### src/rtl/display_scan_ctrl.sv
// Scan controller for a 4-digit multiplexed 7-segment display.
// It holds a per-slot blanking interval, and staged values commit only at frame boundaries.
//
// state   | meaning
// --------+-------------------------------------------------------
// S_BLANK | all anodes off, cnt < BLANK_CYCLES (anti-ghosting gap)
// S_ON    | anode of current slot enabled, cnt >= BLANK_CYCLES
module display_scan_ctrl #(
    parameter int TICK_DIV     = 25000,
    parameter int BLANK_CYCLES = 250,
    parameter int SUPPRESS_LZ  = 1
) (
    input  logic       clk,
    input  logic       rst,
    input  logic       load,
    input  logic       sign_in,
    input  logic [3:0] d2_in,
    input  logic [3:0] d1_in,
    input  logic [3:0] d0_in,
    output logic       ready,
    output logic       frame_done,
    output logic [1:0] digit_sel,
    output logic [3:0] digit_val,
    output logic [3:0] anode_active
);

    localparam int CW = (TICK_DIV > 1) ? $clog2(TICK_DIV) : 1;
    localparam logic [CW-1:0] CNT_LAST = CW'(TICK_DIV - 1);
    localparam logic [CW-1:0] CNT_ON   = CW'(BLANK_CYCLES);

    localparam logic [0:0] S_BLANK = 1'b0;
    localparam logic [0:0] S_ON    = 1'b1;
    localparam logic [0:0] S_RESET = (BLANK_CYCLES == 0) ? S_ON : S_BLANK;

    logic [1:0]    slot_q, slot_d;
    logic [CW-1:0] cnt_q, cnt_d;
    logic [0:0]    state_q, state_d;
    logic [12:0]   pend_q, pend_d;        // {sign, d2, d1, d0}
    logic          pend_valid_q, pend_valid_d;
    logic [12:0]   act_q, act_d;
    logic          wrap, boundary, accept;

    always_comb begin
        wrap         = (cnt_q == CNT_LAST);
        boundary     = wrap && (slot_q == 2'd3);
        accept       = load && !pend_valid_q;
        cnt_d        = wrap ? '0 : cnt_q + 1'b1;
        slot_d       = wrap ? slot_q + 2'd1 : slot_q;
        state_d      = (cnt_d < CNT_ON) ? S_BLANK : S_ON;
        pend_d       = accept ? {sign_in, d2_in, d1_in, d0_in} : pend_q;
        // A load captured on the boundary edge must survive that edge uncommitted.
        pend_valid_d = accept | (pend_valid_q & ~boundary);
        act_d        = (boundary && pend_valid_q) ? pend_q : act_q;
    end

    always_ff @(posedge clk) begin
        if (rst) begin
            slot_q       <= 2'd0;
            cnt_q        <= '0;
            state_q      <= S_RESET;
            pend_q       <= '0;
            pend_valid_q <= 1'b0;
            act_q        <= '0;
        end else begin
            slot_q       <= slot_d;
            cnt_q        <= cnt_d;
            state_q      <= state_d;
            pend_q       <= pend_d;
            pend_valid_q <= pend_valid_d;
            act_q        <= act_d;
        end
    end

    logic       act_sign;
    logic [3:0] act_d2, act_d1, act_d0;

    always_comb begin
        {act_sign, act_d2, act_d1, act_d0} = act_q;
        ready        = ~pend_valid_q;
        frame_done   = boundary;
        digit_sel    = slot_q;
        anode_active = (state_q == S_ON) ? ~(4'b0001 << slot_q) : 4'b1111;
        case (slot_q)
            2'd0: digit_val = act_d0;
            2'd1: digit_val = (SUPPRESS_LZ != 0 && act_d2 == 4'd0 && act_d1 == 4'd0) ? 4'hF : act_d1;
            2'd2: digit_val = (SUPPRESS_LZ != 0 && act_d2 == 4'd0) ? 4'hF : act_d2;
            default: digit_val = (act_sign && {act_d2, act_d1, act_d0} != 12'd0) ? 4'hA : 4'hF;
        endcase
    end

endmodule
### config.mk
export PLATFORM = sky130hd
export DESIGN_NAME = display_scan_ctrl
export DESIGN_NICKNAME = d
export VERILOG_FILES = /design/src/rtl/display_scan_ctrl.sv
export SDC_FILE = /design/constraint.sdc
export NUM_CORES = 1
export LEC_CHECK = 0
export BUFFER_PORTS_ARGS = -buffer_cell sky130_fd_sc_hd__buf_2
export CORE_ASPECT_RATIO = 1.1
export CORE_MARGIN = 3
export CORE_UTILIZATION = 57
export DETAILED_ROUTE_END_ITERATION = 10
export PLACE_DENSITY = 0.8
export SYNTH_ARGS = -nofsm -noshare
export SYNTH_HDL_FRONTEND = slang
export SYNTH_SLANG_ARGS = --single-unit
### constraint.sdc
create_clock -name clk -period 2.95 [get_ports clk]
set_clock_uncertainty 0.05 [all_clocks]
set_input_delay 0.59 -clock clk [delete_from_list [all_inputs] [get_ports clk]]
set_output_delay 0.59 -clock clk [all_outputs]
set_load 0.02 [all_outputs]
==> results.yml <==
outcome:
  status: "finished, final reports clean"
logic_synthesis:
  syn_nets: 295
  synthArstFlopShare_pct: 0
  synth_cell_types: 42
  ys_seq_area_share_pct: 40.49
  synth_area_leaders: "dfxtp_1 40%, nand2_1 9.4%, a21oi_1 5.4%, nor2_1 3.7%, a21oi_2 3.5%"
  ys.flop_type: "dfxtp_1"
  yosys_warnings: 0
  ys_ff_latch: 45
  synth_top_area_share_pct: 40.49
  syn_inst: 273
  synth_edf_count: 0
  synth_area_mm2: 0.002225
  synth_area_per_cell_um2: 8.149
  yosys.area.top_type: "dfxtp_1"
clock_network:
  clock_sinks: 45
  clock_path_buffers: 2
  ctsResizeCount: 0
  worstSkewPairLatency_ps: 300
  cts_max_level: 2
  cts_tree: "yes"
  cts_buffers: 5
  postCtsSetupBuffers: 0
  hold_buffers: 0
  root_buffer: "clkbuf_8"
  clk_pin_slew_ps: 100
die:
  dieArea_mm2: 0.004689
  pin_count: 28
  start_util_pct: 59.93
  die_w_um: 65.57
  rows: 23
  design.core.area_mm2: 0.003712
  die_h_um: 71.52
setup_path:
  critPathRequiredTime_ps: 2310
  r2r_slack_ps: 600
  r2r_end: "act_q[12]"
  reg2reg_depth: 5
  crit_path_start_kind: "flip-flop"
  crit_fanout: 5
  end_kind: "primary output"
  startpoint: "act_q[8]"
  critPathArrivalTime_ps: 1970
  criticalPathCategory: "reg2out"
  r2r_start: "cnt_q[12]"
cells_and_area:
  finalInstanceArea_mm2: 0.002420
  syn2layout_area_growth_pct: 8.774
  drive_gt1_share_pct: 20.69
  layout_commonest_cell: "nand2_1"
  instances_no_fill: 340
  final_nets: 311
  final_cell_mix: "56 x nand2_1, 45 x dfxtp_1, 27 x buf_2"
  antennaDiodeCount: 0
worst_hold_path:
  min_from: "cnt_q[0]"
  hold_path_depth: 1
  hold_end: "cnt_q[0]"
  hp-class: "reg2reg"
global_routing:
  antenna_found_initial: 0
  grt_use_total_pct: 20.01
  grt_max_degree: 34
  overflow: 0
  grt_pass1_wl_mm: 7.445
  grt_pass1_vias: 1638
sta:
  fin_crit_sh_pct: 88.62
  grt_setup_unrepaired: "false"
  fin_crit_ps: 2614
  final_max_slew_viol_count: 0
  tightest_slew_ps: 820.5
  fmax_ghz: 0.3825
  finalSetupViolations: 0
  hold_viol: 0
  slew_headroom_pct: 45.19
  setup-tns-final_ps: 0
routing:
  first_iter_violations: 150
  vias: 1856
  final_antenna_net_count: 0
  dr.pass1.iters: 4
  drc_errors: 0
  wl_per_cell_um: 12.54
  drt-total-wl_mm: 4.264
  viasPerCell: 5.459
power_and_ir_drop:
  combPwrFrac_pct: 5.2
  powerDensity_mw_per_mm2: 453.7
  leakage_nw: 0.9078
  switching_share_pct: 25.33
  seqPwrFrac_pct: 57.7
  p_sw_mw: 0.2781
  clockPowerShare_pct: 37.0
  ir_drop_mv: 0.3967
  internal-power_mw: 0.8197
place:
  post_dp_cell_area_mm2: 0.002325
  place_congestion: 0.7938
  dp_cells: 332
  dp_hpwl_mm: 2.962
  io_buffers: 27
flow_run:
  drv_cap: 0
-- state kept, by name, indices dropped and copies added, names as in the netlist --
name          cells
act_q            13
cnt_q            15
digit_sel         2
pend_q           13
pend_valid_q      1
state_q           1
-- worst max-delay path: stages (launching register included) --
cell	delay (ps)
dfxtp_1	350
nor4_1	570
and2_1	290
o21ai_0	90
a31oi_1	180
buf_2	190
-- cell families (layout without fill, tap and decap cells) --
family | count (synthesis) | count (layout) | share of synthesized area (%)
mux | 3 | 3 | 1.350
compound gates | 54 | 54 | 15.52
buf+inv | 24 | 41 | 5.568
simple gates | 129 | 129 | 28.97
flops | 45 | 45 | 40.49
xor+xnor | 12 | 12 | 4.724
fa+ha+maj | 6 | 6 | 3.374
-- power by group through the flow --
stage | clock [mW] | sequential [mW] | combinational [mW]
final | 0.407 | 0.634 | 0.0576
after global routing | 0.439 | 0.636 | 0.0663
after CTS | 0.413 | 0.633 | 0.0576
after detailed placement | 0 | 0.648 | 0.0572
after global placement | 0 | 0.647 | 0.0562
after floorplan | 0 | 0.643 | 0.0417
-- layer usage --
layer | wire [µm] | up-vias | share of wire [%] | track usage, %
met1 | 2206 | 837 | 52 | 28.84
met4 | 49 | 0 | 1.1 | 6.682
met2 | 1779 | 51 | 42 | 29.81
met5 | 0 | - | 0 | 0
li1 | - | 962 | - | -
met3 | 229 | 6 | 5.4 | 4.232
-- area by class of cell --
type                       count  area [µm²]
tap                           50       62.56
sequential                    45       900.9
fill                         333        1292
timing repair buffer          28       142.6
multi-input combinational    204        1200
clock inverter                 3       26.28
clock buffer                   5       68.82
inverter                       5       18.77
-- through the flow --
| step | total power, mW | setup WS (ps) | hold WS, ps | utilization, % |
|---|---|---|---|---|
| after floorplan | 0.6847 | 862.2 | 379.7 | - |
| after global placement | 0.7035 | 639.3 | 392.0 | 62.62 |
| after detailed placement | 0.7047 | 618.4 | 401.7 | 62.62 |
| after CTS | 1.104 | 380.1 | 418.5 | 65.18 |
| after global routing | 1.141 | 166.5 | 436.1 | 65.18 |
| final | 1.098 | 335.8 | 417.7 | 65.18 |
-- worst max-delay path by stage --
stage	endpoint	slack (ps)	cells past startpoint
floorplan	digit_val[0]	860	4
global placement	act_q[8]	640	5
detailed placement	act_q[8]	620	5
global route	digit_val[0]	170	5
finish	digit_val[2]	340	5
CTS	digit_val[0]	380	5
-- cells in the mapped netlist (2+ instances only) --
library cell	number
nand2_1	56
dfxtp_1	45
a21oi_1	24
nor2_1	22
clkbuf_1	14
a21oi_2	9
nand2_2	9
nand3_1	8
o21ai_0	8
xor2_1	8
and3_1	6
ha_1	6
inv_1	5
nor4_1	5
and4_1	4
xnor2_1	4
a31oi_1	3
mux2i_1	3
nand4_1	3
nor2b_1	3
nor3_1	3
buf_2	2
buf_6	2
nand4bb_1	2
or2_2	2
(Power assumes the default switching activity.)
